--- src/rtl/fb_pkg.sv ---
// Shared types and default geometry for the frame-buffer writer and its readers.
package fb_pkg;

  typedef enum logic [1:0] {
    IDLE  = 2'd0,
    WRITE = 2'd1,
    DONE  = 2'd2
  } fbw_state_t;

  localparam int FB_WIDTH = 16;
  localparam int FB_H_RES = 32;
  localparam int FB_V_RES = 24;

  // Counter width able to hold 0..n-1, never narrower than one bit.
  function automatic int cnt_w(input int n);
    return (n > 1) ? $clog2(n) : 1;
  endfunction

endpackage

--- src/rtl/fb_writer.sv ---
// Pixel stream to double-banked frame RAM writer; swaps banks after each
// complete frame so the display side always reads a whole frame.
module fb_writer
  import fb_pkg::*;
#(
  parameter  int WIDTH = FB_WIDTH,
  parameter  int H_RES = FB_H_RES,
  parameter  int V_RES = FB_V_RES,
  localparam int DEPTH = H_RES * V_RES,
  localparam int ADDRW = $clog2(2 * DEPTH)
) (
  input  logic             clk,
  input  logic             rst_n,
  input  logic             s_valid,
  output logic             s_ready,
  input  logic [WIDTH-1:0] s_data,
  input  logic             s_sof,
  input  logic             s_eol,
  output logic             wr_en,
  output logic [ADDRW-1:0] wr_addr,
  output logic [WIDTH-1:0] wr_data,
  output logic             rd_bank,
  output logic             frame_done,
  output logic             err_sync
);

  localparam int IDXW = ADDRW - 1;
  localparam int XW   = cnt_w(H_RES);
  localparam int YW   = cnt_w(V_RES);

  localparam logic [XW-1:0] X_LAST = XW'(H_RES - 1);
  localparam logic [YW-1:0] Y_LAST = YW'(V_RES - 1);

  fbw_state_t      state_q, state_d;
  logic [XW-1:0]   x_q, x_d;
  logic [YW-1:0]   y_q, y_d;
  logic [IDXW-1:0] idx_q, idx_d;
  logic            wr_bank_q, wr_bank_d;
  logic            rd_bank_q, rd_bank_d;
  logic            wr_en_q, wr_en_d;
  logic [ADDRW-1:0] wr_addr_q, wr_addr_d;
  logic [WIDTH-1:0] wr_data_q, wr_data_d;
  logic            frame_done_q, frame_done_d;
  logic            err_sync_q, err_sync_d;

  logic accept;
  logic at_eol;

  assign s_ready = (state_q != DONE);
  assign accept  = s_valid & s_ready;

  always_comb begin
    state_d      = state_q;
    x_d          = x_q;
    y_d          = y_q;
    idx_d        = idx_q;
    wr_bank_d    = wr_bank_q;
    rd_bank_d    = rd_bank_q;
    wr_en_d      = 1'b0;
    wr_addr_d    = wr_addr_q;
    wr_data_d    = wr_data_q;
    frame_done_d = 1'b0;
    err_sync_d   = 1'b0;
    at_eol       = (x_q == X_LAST);

    case (state_q)
      IDLE: begin
        if (accept && s_sof) begin
          wr_en_d   = 1'b1;
          wr_addr_d = {wr_bank_q, {IDXW{1'b0}}};
          wr_data_d = s_data;
          idx_d     = IDXW'(1);
          x_d       = XW'(1);
          y_d       = '0;
          state_d   = WRITE;
        end
      end

      WRITE: begin
        if (accept) begin
          if (s_sof) begin
            // Restart the frame in place: the sof beat becomes pixel 0.
            err_sync_d = 1'b1;
            wr_en_d    = 1'b1;
            wr_addr_d  = {wr_bank_q, {IDXW{1'b0}}};
            wr_data_d  = s_data;
            idx_d      = IDXW'(1);
            x_d        = XW'(1);
            y_d        = '0;
          end else if (s_eol != at_eol) begin
            err_sync_d = 1'b1;
            idx_d      = '0;
            x_d        = '0;
            y_d        = '0;
            state_d    = IDLE;
          end else begin
            wr_en_d   = 1'b1;
            wr_addr_d = {wr_bank_q, idx_q};
            wr_data_d = s_data;
            idx_d     = idx_q + IDXW'(1);
            if (at_eol) begin
              x_d = '0;
              if (y_q == Y_LAST) begin
                frame_done_d = 1'b1;
                state_d      = DONE;
              end else begin
                y_d = y_q + YW'(1);
              end
            end else begin
              x_d = x_q + XW'(1);
            end
          end
        end
      end

      DONE: begin
        rd_bank_d = wr_bank_q;
        wr_bank_d = ~wr_bank_q;
        idx_d     = '0;
        x_d       = '0;
        y_d       = '0;
        state_d   = IDLE;
      end

      default: begin
        state_d = IDLE;
      end
    endcase
  end

  // frame_done_q is raised on entry to DONE, so it is high exactly for that cycle.
  always_ff @(posedge clk or negedge rst_n) begin
    if (!rst_n) begin
      state_q      <= IDLE;
      x_q          <= '0;
      y_q          <= '0;
      idx_q        <= '0;
      wr_bank_q    <= 1'b0;
      rd_bank_q    <= 1'b1;
      wr_en_q      <= 1'b0;
      wr_addr_q    <= '0;
      wr_data_q    <= '0;
      frame_done_q <= 1'b0;
      err_sync_q   <= 1'b0;
    end else begin
      state_q      <= state_d;
      x_q          <= x_d;
      y_q          <= y_d;
      idx_q        <= idx_d;
      wr_bank_q    <= wr_bank_d;
      rd_bank_q    <= rd_bank_d;
      wr_en_q      <= wr_en_d;
      wr_addr_q    <= wr_addr_d;
      wr_data_q    <= wr_data_d;
      frame_done_q <= frame_done_d;
      err_sync_q   <= err_sync_d;
    end
  end

  assign wr_en      = wr_en_q;
  assign wr_addr    = wr_addr_q;
  assign wr_data    = wr_data_q;
  assign rd_bank    = rd_bank_q;
  assign frame_done = frame_done_q;
  assign err_sync   = err_sync_q;

endmodule

--- config.mk ---
export PLATFORM = sky130hd
export DESIGN_NAME = fb_writer
export DESIGN_NICKNAME = d
export VERILOG_FILES = /design/src/rtl/fb_pkg.sv /design/src/rtl/fb_writer.sv
export SDC_FILE = /design/constraint.sdc
export NUM_CORES = 1
export LEC_CHECK = 0
export ABC_AREA = 1
export BUFFER_PORTS_ARGS = -buffer_cell sky130_fd_sc_hd__buf_4
export CAP_MARGIN = 20
export CORE_ASPECT_RATIO = 0.8
export CORE_MARGIN = 2
export CORE_UTILIZATION = 48
export CTS_BUF_LIST = sky130_fd_sc_hd__clkbuf_16
export DETAILED_ROUTE_END_ITERATION = 6
export GPL_TIMING_DRIVEN = 0
export PLACE_DENSITY = 0.71
export SLEW_MARGIN = 20
export SYNTH_ARGS = -nofsm -noshare
export SYNTH_HDL_FRONTEND = slang
export SYNTH_SLANG_ARGS = --single-unit
export TNS_END_PERCENT = 30
--- constraint.sdc ---
create_clock -name clk -period 3 [get_ports clk]
set_input_delay 0 -clock clk [delete_from_list [all_inputs] [get_ports clk]]
set_output_delay 0 -clock clk [all_outputs]
set_load 0.03 [all_outputs]
==> flow_summary_export.csv <==
group,metric,value,unit
floorplanning,fp-row-count,23,
routing,dr.pass1.iters,4,
floorplanning,design.die.area,0.005981,mm2
finish,synthToLayoutAreaGrowth,32.06,%
power_and_ir_drop,powerDensity,974.8,mW/mm2
finish,final_net_count,420,
floorplanning,design.portCount,53,
clocking,cts_buffers,5,
yosys,syn_inst,315,
placed_design,numPortBuffers,52,
worst_hold_path,worst_hold_path_type,"in -> reg",
placed_design,placed_cells_incl_taps,429,
status,run_status,"completed",
yosys,synth_edf_count,0,
worst_setup_path,end_kind,"register",
worst_setup_path,cp.required,3210,ps
worst_setup_path,crit-reg2reg-capture,"idx_q[1]$_DFFE_PN0P_",
yosys,postSynthRegisterBits,54,
yosys,syn_avg_cell_area,8.190,um2
worst_hold_path,hold-path-endpoint,"wr_en$_DFF_PN0_",
timing,hold_viol,0,
floorplanning,chipWidth,85.97,um
worst_setup_path,r2r-start,"x_q[0]$_DFFE_PN0P_",
timing,period_share,0.8647,
routing,drt_via_density,4.930,
floorplanning,dieHeight,69.58,um
timing,clock_skew,6.027,ps
yosys,synth.cell_area,0.002580,mm2
global_routing,gr-total-overflow,0,
floorplanning,start_util,0.5065,
finish,number_of_diodes_added_for_antenna_fixing,0,
placed_design,gpl.final_weighted_congestion,0.8062,
yosys,ys.warnings.count,0,
yosys,synth.yosys.seq_area_share,0.5242,
global_routing,number_of_antenna_violations_at_the_first_check_in_global_routing,0,
floorplanning,fp.coreArea,0.005094,mm2
worst_setup_path,ff2ff_path_depth,13,
worst_setup_path,worst-r2r-setup-slack,410,ps
clocking,clock_insertion_delay_worst_skew,290,ps
yosys,synth.net_count,344,
routing,vias,2238,
routing,drc,0,
timing,worst_hold_margin,26.12,ps
yosys,cell_taking_the_most_area_after_synthesis,"sky130_fd_sc_hd__dfrtp_1",
finish,fillers,427,
placed_design,dp_hpwl,4161,um
global_routing,global_route_usage_over_all_layers,0.2163,
power_and_ir_drop,total_power,0.003321,W
timing,unrepaired_setup_endpoints_after_global_routing,"no",
flow_run,drv_cap,0,
worst_setup_path,crit_path_max_fanout,5,
timing,max_slew.worst_pin.slew,675.5,ps
yosys,synth_largest_type_area_fraction,0.5141,
clocking,cts.root.buffer_cell,"sky130_fd_sc_hd__clkbuf_16",
routing,avgRoutedWirePerCell,13.44,um
clocking,cts_tree,"built",
yosys,synth.area.top_cells,"sky130_fd_sc_hd__dfrtp_1 51%, sky130_fd_sc_hd__nand2_1 17%, sky130_fd_sc_hd__o21ai_0 6.2%",
worst_hold_path,hp-start,"s_valid",
timing,postLayoutSetupSlackWorst,405.8,ps
timing,period_needed,2594,ps
finish,finish.cell_count_without_fillers,454,
routing,starting_drt_drc_count,133,
timing,achievable-frequency,385.5,MHz
routing,finalWirelength,6103,um
power_and_ir_drop,reported_leakage_power,1.825,nW
clocking,cts.sink_count,54,
routing,drt.antenna.violating_nets,0,
power_and_ir_drop,ir_drop,0.0003875,V
global_routing,first_global_vias,2127,
yosys,synth.lib_cells_used.distinct,24,
worst_hold_path,min_path_cells,5,
clocking,clock_h_tree_levels,2,
worst_setup_path,critPathKind,"reg -> reg",
timing,timing.slew.headroom,0.5496,
finish,share_of_post_route_cells_with_drive_strength_above_1,0.2015,
global_routing,maximum_number_of_pins_on_one_net_before_global_route_repair,55,
timing,slew_viol_final,0,
timing,timing.setup.tns,0,ps
clocking,cts-hold-fix-buffers,17,
worst_setup_path,crit_path_start_kind,"register",
placed_design,dpl_worst_slack,448.0,ps
timing,final-setup-viol-count,0,
global_routing,global_route_wire_length_before_repair,10180,um
worst_setup_path,critPathArrivalTime,2800,ps
clocking,cts_max_path_buffers,2,
yosys,async_reset_ff_frac,1.000,
clocking,postCtsSetupRepairBufs,0,
yosys,synth_top_flop_cell,"sky130_fd_sc_hd__dfrtp_1",
clocking,postCtsResizedCells,0,
clocking,clk_pin_slew,70,ps
-- flip-flops by register name (all words and copies together), names as in the netlist, 2 cells and up --
name,cells
x_q,5
wr_addr,11
idx_q,10
state_q,2
y_q,5
wr_data,16
-- placed cells by master (no fill, tap or decap) --
| cell type | synthesis | layout |
|---|---|---|
| sky130_fd_sc_hd__inv_2 | 6 | 6 |
| sky130_fd_sc_hd__dlygate4sd3_1 | 0 | 17 |
| sky130_fd_sc_hd__nand2_4 | 1 | 1 |
| sky130_fd_sc_hd__nand4_1 | 4 | 4 |
| sky130_fd_sc_hd__nand2_2 | 2 | 2 |
| sky130_fd_sc_hd__xor2_1 | 3 | 3 |
| sky130_fd_sc_hd__buf_2 | 1 | 1 |
| sky130_fd_sc_hd__nor2_4 | 1 | 1 |
| sky130_fd_sc_hd__o21ai_0 | 32 | 32 |
| sky130_fd_sc_hd__o22ai_1 | 1 | 1 |
| sky130_fd_sc_hd__a211oi_1 | 1 | 1 |
| sky130_fd_sc_hd__buf_4 | 0 | 52 |
| sky130_fd_sc_hd__dfstp_2 | 1 | 1 |
| sky130_fd_sc_hd__or2_2 | 3 | 3 |
| sky130_fd_sc_hd__clkinv_1 | 0 | 1 |
| sky130_fd_sc_hd__nor2_1 | 15 | 15 |
| sky130_fd_sc_hd__ha_1 | 8 | 8 |
| sky130_fd_sc_hd__bufinv_16 | 0 | 2 |
| sky130_fd_sc_hd__o21ai_1 | 1 | 1 |
| sky130_fd_sc_hd__a21oi_1 | 3 | 3 |
| sky130_fd_sc_hd__clkbuf_16 | 0 | 5 |
| sky130_fd_sc_hd__nand3_1 | 16 | 16 |
| sky130_fd_sc_hd__nand2_1 | 120 | 120 |
| sky130_fd_sc_hd__dfrtp_1 | 53 | 53 |
| sky130_fd_sc_hd__nand2_8 | 1 | 1 |
| sky130_fd_sc_hd__o31ai_1 | 1 | 1 |
| sky130_fd_sc_hd__inv_1 | 35 | 35 |
| sky130_fd_sc_hd__buf_6 | 4 | 4 |
| sky130_fd_sc_hd__nor3_1 | 2 | 2 |
-- per-stage QoR --
| step | instance area (um2) | util |
|---|---|---|
| global route | 3407 | 0.6689 |
| floorplan | 2580 | - |
| CTS | 3407 | 0.6689 |
| finish | 3407 | 0.6689 |
| detailed placement | 3048 | 0.5984 |
| global placement | 3048 | 0.5984 |
-- how the worst max path moves through the flow --
stage	depth (start not counted)	endpoint	start
after detailed placement	13	idx_q[7]$_DFFE_PN0P_	x_q[0]$_DFFE_PN0P_
after floorplan	14	wr_addr[7]$_DFFE_PN0P_	x_q[0]$_DFFE_PN0P_
after global placement	13	idx_q[1]$_DFFE_PN0P_	x_q[0]$_DFFE_PN0P_
after CTS	13	idx_q[1]$_DFFE_PN0P_	x_q[0]$_DFFE_PN0P_
after global routing	11	wr_addr[2]$_DFFE_PN0P_	x_q[0]$_DFFE_PN0P_
final	13	idx_q[1]$_DFFE_PN0P_	x_q[0]$_DFFE_PN0P_
-- critical path: stages, from the launching register on --
cell and delay, ps:
sky130_fd_sc_hd__dfrtp_1 440, sky130_fd_sc_hd__ha_1 230, sky130_fd_sc_hd__nand2_1 90, sky130_fd_sc_hd__nor2_1 50
sky130_fd_sc_hd__ha_1 190, sky130_fd_sc_hd__inv_1 160, sky130_fd_sc_hd__ha_1 260, sky130_fd_sc_hd__inv_1 120
sky130_fd_sc_hd__nand3_1 150, sky130_fd_sc_hd__nor2_1 350, sky130_fd_sc_hd__nand2_1 150, sky130_fd_sc_hd__inv_1 130
sky130_fd_sc_hd__nand3_1 90, sky130_fd_sc_hd__o21ai_0 90
-- where the power goes --
part / internal, W / total [W] / switching, W / leakage [nW]
clock: 0.000475 / 0.000734 / 0.000259 / 0.0915
combinational: 0.000529 / 0.00154 / 0.00101 / 1.02
sequential: 0.000922 / 0.00104 / 0.000123 / 0.711
total: 0.00193 / 0.00332 / 0.00140 / 1.82
-- final cells by class --
type | count | area (um2) | share of cell area
sequential | 54 | 1353 | 0.3970
multi-input combinational | 215 | 1023 | 0.3004
timing repair buffer | 69 | 560.5 | 0.1645
inverter | 41 | 153.9 | 0.04517
clock buffer | 5 | 125.1 | 0.03672
tap | 62 | 77.57 | 0.02277
clock inverter | 3 | 63.81 | 0.01873
buffer | 5 | 50.05 | 0.01469
-- cells by family after synthesis --
kind of cell | share of synthesized area
and+or+nand+nor | 0.2696
xor gates and xnor gates | 0.01019
DFF | 0.5242
AOI/OAI and AO/OA | 0.07808
adders and majority gates | 0.03880
buffers and inverters | 0.07905
-- metal layers --
metal,part of all wire,vias up,global-route usage
met5,0,-,0
met4,0.012,0,0.07407
met3,0.045,7,0.04524
met2,0.46,53,0.3342
met1,0.48,1042,0.3034
li1,-,1136,-
-- Yosys cell counts (2+ instances only) --
library cell and count:
sky130_fd_sc_hd__nand2_2 2, sky130_fd_sc_hd__o21ai_0 32, sky130_fd_sc_hd__buf_6 4, sky130_fd_sc_hd__or2_2 3
sky130_fd_sc_hd__nand2_1 120, sky130_fd_sc_hd__xor2_1 3, sky130_fd_sc_hd__nor3_1 2, sky130_fd_sc_hd__nand3_1 16
sky130_fd_sc_hd__inv_2 6, sky130_fd_sc_hd__inv_1 35, sky130_fd_sc_hd__dfrtp_1 53, sky130_fd_sc_hd__ha_1 8
sky130_fd_sc_hd__nand4_1 4, sky130_fd_sc_hd__a21oi_1 3, sky130_fd_sc_hd__nor2_1 15
Note: power is estimated with default switching activity, not from simulation.
